File: config.mk
export PLATFORM = sky130hd
export DESIGN_NAME = fsm_serialtx_flat
export DESIGN_NICKNAME = d
export VERILOG_FILES = /design/src/rtl/fsm_serialtx_if.sv /design/src/rtl/fsm_serialtx.sv /design/src/flat_wrapper.sv
export SDC_FILE = /design/constraint.sdc
export NUM_CORES = 1
export LEC_CHECK = 0
export CORE_MARGIN = 3
export CORE_UTILIZATION = 40
export CTS_BUF_LIST = sky130_fd_sc_hd__clkbuf_8
export DETAILED_ROUTE_END_ITERATION = 10
export GPL_TIMING_DRIVEN = 0
export SLEW_MARGIN = 20
export SYNTH_ARGS = -nofsm -noshare
export SYNTH_HDL_FRONTEND = slang
export SYNTH_SLANG_ARGS = --single-unit
File: constraint.sdc
create_clock -name clk -period 2 [get_ports clk]
set_clock_uncertainty 0.05 [all_clocks]
set_input_delay 0.2 -clock clk [delete_from_list [all_inputs] [get_ports clk]]
set_output_delay 0.2 -clock clk [all_outputs]
set_load 0.1 [all_outputs]
File: src/rtl/fsm_serialtx_if.sv
// fsm_serialtx_if: byte handshake between a producing core and the
// serial transmitter.
interface fsm_serialtx_if;
    logic [7:0] in_byte;
    logic       in_valid;
    logic       in_ready;

    modport master (
        output in_byte,
        output in_valid,
        input  in_ready
    );

    modport slave (
        input  in_byte,
        input  in_valid,
        output in_ready
    );
endinterface

File: src/rtl/fsm_serialtx.sv
// fsm_serialtx: start / 8 data LSB-first / optional even parity / stop
// serializer with a one-entry holding register for gap-free frames.
module fsm_serialtx #(
    parameter int BIT_CYCLES = 1,
    parameter int PARITY_EN  = 0
) (
    input  logic          clk,
    input  logic          reset,
    fsm_serialtx_if.slave in_if,
    output logic          out,
    output logic          busy,
    output logic          done
);
    localparam int CW = (BIT_CYCLES > 1) ? $clog2(BIT_CYCLES) : 1;
    localparam logic [CW-1:0] LAST = CW'(BIT_CYCLES - 1);

    typedef enum logic [2:0] {
        IDLE,
        START,
        DATA,
        PARITY,
        STOP
    } state_t;

    state_t        state, state_d;
    logic [CW-1:0] cnt, cnt_d;
    logic [2:0]    idx, idx_d;
    logic [7:0]    shift, shift_d;
    logic          par, par_d;
    logic [7:0]    hold, hold_d;
    logic          hold_full, hold_full_d;
    logic          out_d, busy_d, done_d;
    logic          bit_end, accept, direct;

    assign in_if.in_ready = !hold_full;
    assign bit_end = (cnt == LAST);
    assign accept  = in_if.in_valid && !hold_full;
    // A byte skips the holding register when the line is free next clock
    assign direct  = (state == IDLE) || (state == STOP && bit_end);

    always_ff @(posedge clk or posedge reset) begin
        if (reset) begin
            state     <= IDLE;
            cnt       <= '0;
            idx       <= '0;
            shift     <= '0;
            par       <= 1'b0;
            hold      <= '0;
            hold_full <= 1'b0;
            out       <= 1'b1;
            busy      <= 1'b0;
            done      <= 1'b0;
        end else begin
            state     <= state_d;
            cnt       <= cnt_d;
            idx       <= idx_d;
            shift     <= shift_d;
            par       <= par_d;
            hold      <= hold_d;
            hold_full <= hold_full_d;
            out       <= out_d;
            busy      <= busy_d;
            done      <= done_d;
        end
    end

    always_comb begin
        state_d     = state;
        cnt_d       = bit_end ? '0 : cnt + CW'(1);
        idx_d       = idx;
        shift_d     = shift;
        par_d       = par;
        hold_d      = hold;
        hold_full_d = hold_full;
        if (accept && !direct) begin
            hold_d      = in_if.in_byte;
            hold_full_d = 1'b1;
        end
        unique case (state)
            IDLE: begin
                cnt_d = '0;
                if (accept) begin
                    state_d = START;
                    shift_d = in_if.in_byte;
                    par_d   = ^in_if.in_byte;
                end
            end
            START: begin
                if (bit_end) state_d = DATA;
            end
            DATA: begin
                if (bit_end) begin
                    idx_d = idx + 3'd1;
                    if (idx == 3'd7) begin
                        if (PARITY_EN != 0) state_d = PARITY;
                        else state_d = STOP;
                    end
                end
            end
            PARITY: begin
                if (bit_end) state_d = STOP;
            end
            STOP: begin
                if (bit_end) begin
                    if (hold_full) begin
                        state_d     = START;
                        shift_d     = hold;
                        par_d       = ^hold;
                        hold_full_d = 1'b0;
                    end else if (accept) begin
                        state_d = START;
                        shift_d = in_if.in_byte;
                        par_d   = ^in_if.in_byte;
                    end else begin
                        state_d = IDLE;
                    end
                end
            end
            default: state_d = IDLE;
        endcase
    end

    // Outputs are decoded from next-state values so they register cleanly
    always_comb begin
        out_d  = 1'b1;
        busy_d = (state_d != IDLE);
        done_d = (state_d == STOP) && (cnt_d == LAST);
        unique case (state_d)
            IDLE:    out_d = 1'b1;
            START:   out_d = 1'b0;
            DATA:    out_d = shift_d[idx_d];
            PARITY:  out_d = par_d;
            STOP:    out_d = 1'b1;
            default: out_d = 1'b1;
        endcase
    end
endmodule

File: src/flat_wrapper.sv
// flat-port wrapper written by rule: the top's interface ports become plain ports
module fsm_serialtx_flat 
#(
    parameter int BIT_CYCLES = 1,
    parameter int PARITY_EN  = 0
)
  (clk, reset, out, busy, done, in_if_in_byte, in_if_in_valid, in_if_in_ready);
  fsm_serialtx_if in_if_i ();
  input  logic clk;
  input  logic reset;
  output logic out;
  output logic busy;
  output logic done;
  input wire logic [$bits(in_if_i.in_byte)-1:0] in_if_in_byte;
  input wire logic [$bits(in_if_i.in_valid)-1:0] in_if_in_valid;
  output wire logic [$bits(in_if_i.in_ready)-1:0] in_if_in_ready;
  assign in_if_i.in_byte = in_if_in_byte;
  assign in_if_i.in_valid = in_if_in_valid;
  assign in_if_in_ready = in_if_i.in_ready;
  fsm_serialtx #(.BIT_CYCLES(BIT_CYCLES), .PARITY_EN(PARITY_EN)) u_core (.clk(clk), .reset(reset), .in_if(in_if_i), .out(out), .busy(busy), .done(done));
endmodule
* Word level (Yosys, flattened, before mapping) *
Index checks and enable logic that the tools add are counted.

word-level totals
  flip-flop bits (word level) = 28
  bits of input ports = 11
  logic and storage cells = 63
  output and inout bits = 4

cells by class
  $add $sub $neg = 2
  muxes and demuxes = 28
  $lt $le $gt $ge = 1
  bitwise gates (word level) = 2
  reduce and logical (&&, ||, !) cells = 11
  equality and inequality tests = 9

operators with widths
  kind                                                                    number
  3-bit two-way mux                                                       9
  8-bit two-way mux                                                       3
  8-bit one-hot mux with 2 select lines                                   1
  8-bit parity                                                            2
  3-bit one-hot mux with 5 select lines                                   1
  3-bit by 2-bit equality test with 1-bit output (second input constant)  4
  1-bit two-way mux                                                       11
  3-bit equality test (second input constant)                             3
  3-bit by 1-bit equality test with 1-bit output (second input constant)  2
  1-bit logical AND                                                       4
  3-bit by 4-bit < comparator with 1-bit output (second input constant)   1
  3-bit by 1-bit adder with 3-bit output (second input constant)          1
  1-bit binary-select mux with 3-bit select                               1
  3-bit logical NOT                                                       1
  1-bit one-hot mux with 3 select lines                                   1
  3-bit nonzero test                                                      1
  1-bit logical NOT                                                       2
  1-bit NOT                                                               2
  1-bit one-hot mux with 2 select lines                                   1
  1-bit adder (second input constant)                                     1
  1-bit logical OR                                                        1

* Longest topological paths before layout *
  word-level depth = 9
  mapped depth = 8
  mapped depth without buffers = 7

* Worst setup path after synthesis *
Ideal clock, no wire load.

  kind = reg2reg
  from = reg u_core.state[0]
  to = reg u_core.out
  arrival time = 1791 ps
  clock period less this slack = 1925 ps
  data required time = 1867 ps
  library setup time = 83 ps
  buffers on the path = 2
  path slack = 75 ps
  cell stages (with the launch flop) = 9
  path through = dfrtp_1 > buf_6 > or4b_4 > buf_6 > o22ai_1 > nor2_1 > a222oi_1 > nand2_1 > o311a_1

on the way
  cells in the longest elaborated chain, start to end = 5
  elaborated cells between the ends (all ways) = 21
  those cells by class = eq/ne (7); mux (13); reduce/logical (1)

ends and longest elaborated chain
  what                                                      RTL line             text
  start: declaration                                        fsm_serialtx.sv:25   state_t state, state_d;
  start signal: assignment                                  fsm_serialtx.sv:54   state <= state_d;
  3-bit equality test or 3-bit logical NOT (tied branches)  fsm_serialtx.sv:79   unique case (state)
  8-bit one-hot mux with 2 select lines *                   fsm_serialtx.sv:79
  net u_core.shift_d[6]                                     fsm_serialtx.sv:28   logic [7:0] shift, shift_d;
  1-bit binary-select mux with 3-bit select *               fsm_serialtx.sv:131  DATA: out_d = shift_d[idx_d];
  1-bit two-way mux (not written as such) *                 fsm_serialtx.sv:131
  1-bit one-hot mux with 3 select lines *                   fsm_serialtx.sv:128  unique case (state_d)
  net u_core.out_d                                          fsm_serialtx.sv:32   logic out_d, busy_d, done_d;
  end signal: assignment                                    fsm_serialtx.sv:61   out <= out_d;
  end: declaration                                          fsm_serialtx.sv:10   output logic out,

Mark *: on every way through the listed nets, which the timed path passes. The rest lies on a longest branch. The select of a mux whose other input is x is not followed.
A chain may end at the register's enable or synchronous reset.

* Worst setup path after layout *
Same ends and word-level chain as after synthesis.

==> metrics.md <==
| Metric | Value |
|---|---|
| Number of synthesis warnings | `0` |
| Total die area | `3860 sq um` |
| Transition time of the tightest slew-check pin | `968 ps` |
| Status | `finished clean` |
| Nature of the critical path startpoint | `register` |
| Leakage | `0.709 nW` |
| Initial core utilization | `43.8%` |
| Clock H-tree levels | `1` |
| Leftover overflow at the end of global routing | `0` |
| Period utilization | `99.4%` |
| Maximum VDD drop | `305 uV` |
| Unique cell type count in the Yosys netlist | `31` |
| Detailed router's first-iteration violation count | `37` |
| Placer Congestion | `0.692` |
| Half-perimeter wire length of the detailed placement result | `1730 um` |
| Min setup slack post-route | `11.4 ps` |
| DIE HEIGHT | `62.1 um` |
| Sequential cell area fraction in the yosys report | `51.8%` |
| Setup repair after global routing missed its margin | `yes` |
| Critical path capture point type | `register` |
| Setup violators final | `0` |
| Time the worst path needs with I/O delays and setup | `1990 ps` |
| Cells after Synth | `117` |
| # DRC | `0` |
| Clock sink count | `26` |
| Vias in the first global route | `951` |
| Wire length of the first global-routing pass | `4260 um` |
| Latest clock arrival within the worst-skew pair | `270 ps` |
| Vias after detailed routing | `928` |
| Power density of the placed cells | `594 nW/um^2` |
| Setup slack after placement | `-235 ps` |
| Routed wire length per instance | `13.4 um` |
| Synth-to-layout area growth | `23.0%` |
| Share of Yosys cell area claimed by the top area cell type | `49.7%` |
| Cell area after synthesis | `1260 sq um` |
| Required arrival time at the worst endpoint | `2150 ps` |
| Port bufs | `14` |
| Final number of max-transition violations | `0` |
| Fraction of final layout cells with drive strength greater than 1 | `22.2%` |
| Async SR Flop Fraction | `100%` |
| Buffer cell driving the clock tree root | `sky130_fd_sc_hd__clkbuf_8` |
| Clock slew seen by the registers of the worst setup and hold paths | `90 ps` |
| Largest buffer count on any clock path | `2` |
| Leading register cell type out of synthesis | `sky130_fd_sc_hd__dfrtp_1` |
| Maximum achievable frequency | `503 MHz` |
| Worst Hold Class | `input port to async pin` |
| Fin. Hold Viols | `0` |
| Total CTS buffers | `3` |
| Remaining number of nets flagged by the antenna check after routing | `0` |
| Floorplan core area | `2880 sq um` |
| Maximum fanout along the worst path | `10` |
| Routed Wire Length | `2380 um` |
| Number of antenna violations at the first check in global routing | `0` |
| Net count after synthesis | `130` |
| Category of the critical setup timing path | `register to register` |
| Data arrival time at the worst-slack endpoint | `2140 ps` |
| Io pins | `15` |
| Final net count | `149` |
| Antenna cell count | `0` |
| Number of maximum-capacitance constraint violations | `0` |
| Yosys reg bits | `26` |
| All-layer global routing usage | `15.2%` |
| Horiz. Die Dim | `62.1 um` |
| Power consumption | `0.919 mW` |
| Via count normalized by instance count | `5.24` |
| Post-synthesis average cell area | `10.8 sq um` |
| Post-synth EDFFs | `0` |
| TritonCTS clock tree | `yes` |
| Router iterations before antenna repair | `4` |
| Cell types occupying the most area after synthesis | `sky130_fd_sc_hd__dfrtp_1 50%, sky130_fd_sc_hd__mux2_2 8.9%, sky130_fd_sc_hd__o22ai_1 4.0%` |
| Most frequent cells after synthesis | `25 x sky130_fd_sc_hd__dfrtp_1, 11 x sky130_fd_sc_hd__nor2_1, 10 x sky130_fd_sc_hd__mux2_2` |
| Pin count of the biggest net entering global routing | `27` |
| Dominant cell type by area after synthesis | `sky130_fd_sc_hd__dfrtp_1` |
| Relative slew margins | `35.4%` |
| Cell with the most instances after synthesis | `sky130_fd_sc_hd__dfrtp_1` |
| FP Rows | `19` |
-- worst paths after layout --
path / start / to / slack (ps) / depth (start not counted)
max: u_core.state[0] / u_core.out / 10 / 7
min: reset / u_core.hold[7] / 270 / 2
max reg2reg: u_core.state[0] / u_core.out / 10 / 7
min reg2reg: u_core.hold[0] / u_core.hold[0] / 470 / 1
max in group asynchronous: reset / u_core.state[1] / 1170 / 2
min in group clk: u_core.hold[0] / u_core.hold[0] / 470 / 1
-- power by group --
| part | internal, mW | switching (mW) |
|---|---|---|
| combinational | 0.0247 | 0.0165 |
| sequential | 0.534 | 0.00461 |
| clock | 0.176 | 0.164 |
| total | 0.734 | 0.185 |
-- routing by layer --
metal  GRT usage [%]  vias up  part of all wire (%)
li1                -      454                     -
met1            18.7      459                    46
met2            26.6       11                    50
met3            2.48        4                   2.6
met4            5.45        0                   1.2
met5               0        -                     0
-- critical path: stages (launching register included) --
cell,delay [ps]
sky130_fd_sc_hd__dfrtp_1,380
sky130_fd_sc_hd__buf_6,140
sky130_fd_sc_hd__or4b_4,560
sky130_fd_sc_hd__o22ai_2,140
sky130_fd_sc_hd__nor2_2,60
sky130_fd_sc_hd__a222oi_1,350
sky130_fd_sc_hd__nand2_1,90
sky130_fd_sc_hd__o311a_1,140
-- registers in the layout, indices dropped and copies added (netlist names) --
name	count
u_core.hold	8
u_core.shift	8
u_core.done	1
u_core.idx	3
u_core.hold_full	1
u_core.state	3
u_core.out	1
u_core.busy	1
-- stage by stage --
| stage | hold slack, ps | instances | instance area, sq um | setup TNS [ps] | util, % |
|---|---|---|---|---|---|
| 4_1_cts | 454 | 177 | 1520 | 0 | 53.0 |
| 5_1_grt | 334 | 177 | 1550 | -788 | 53.8 |
| 6_report | 272 | 177 | 1550 | 0 | 53.8 |
| 2_1_floorplan | 189 | 117 | 1260 | 0 | - |
| 3_5_place_dp | 452 | 173 | 1450 | -235 | 50.5 |
| 3_3_place_gp | 440 | 173 | 1450 | -230 | 50.5 |
-- logic make-up after synthesis --
| family | synth area share (%) |
|---|---|
| buf+inv | 5.17 |
| simple gates | 15.1 |
| compound gates | 13.9 |
| flops | 51.8 |
| mux | 11.3 |
| fa+ha+maj | 1.99 |
| xor+xnor | 0.696 |
-- cell usage in the layout, fill, tap and decap left out, types with 2 or more instances in the layout --
cell type / count
sky130_fd_sc_hd__dfrtp_1: 23
sky130_fd_sc_hd__nor2_1: 10
sky130_fd_sc_hd__mux2_2: 10
sky130_fd_sc_hd__clkdlybuf4s50_1: 10
sky130_fd_sc_hd__nand2_1: 8
sky130_fd_sc_hd__a21oi_1: 8
sky130_fd_sc_hd__o21ai_0: 6
sky130_fd_sc_hd__o22ai_1: 6
sky130_fd_sc_hd__inv_1: 4
sky130_fd_sc_hd__clkbuf_8: 4
sky130_fd_sc_hd__nand2b_1: 3
sky130_fd_sc_hd__mux2i_1: 3
sky130_fd_sc_hd__clkbuf_1: 2
sky130_fd_sc_hd__clkbuf_2: 2
sky130_fd_sc_hd__nor3b_1: 2
sky130_fd_sc_hd__o22ai_2: 2
sky130_fd_sc_hd__o32a_1: 2
sky130_fd_sc_hd__nand3b_1: 2
sky130_fd_sc_hd__ha_1: 2
sky130_fd_sc_hd__dlymetal6s2s_1: 2
sky130_fd_sc_hd__dlygate4sd2_1: 2
sky130_fd_sc_hd__buf_4: 2
sky130_fd_sc_hd__dfrtp_2: 2
-- area by class of cell --
class,count,area (sq um)
Buffer,6,33.8
Clock buffer,4,55.1
Fill cell,277,1330
Inverter,5,18.8
Multi-Input combinational cell,78,576
Sequential cell,26,654
Tap cell,42,52.6
Timing Repair Buffer,16,158
-- what timing repair did --
action                                  CTS  global route
pin swaps                                 3             1
endpoints found under the setup margin   11            11
cloned                                    0             0
resized for setup                         7             8
hold buffers                              0             0
setup buffers                             2             0
(Power assumes the default switching activity.)
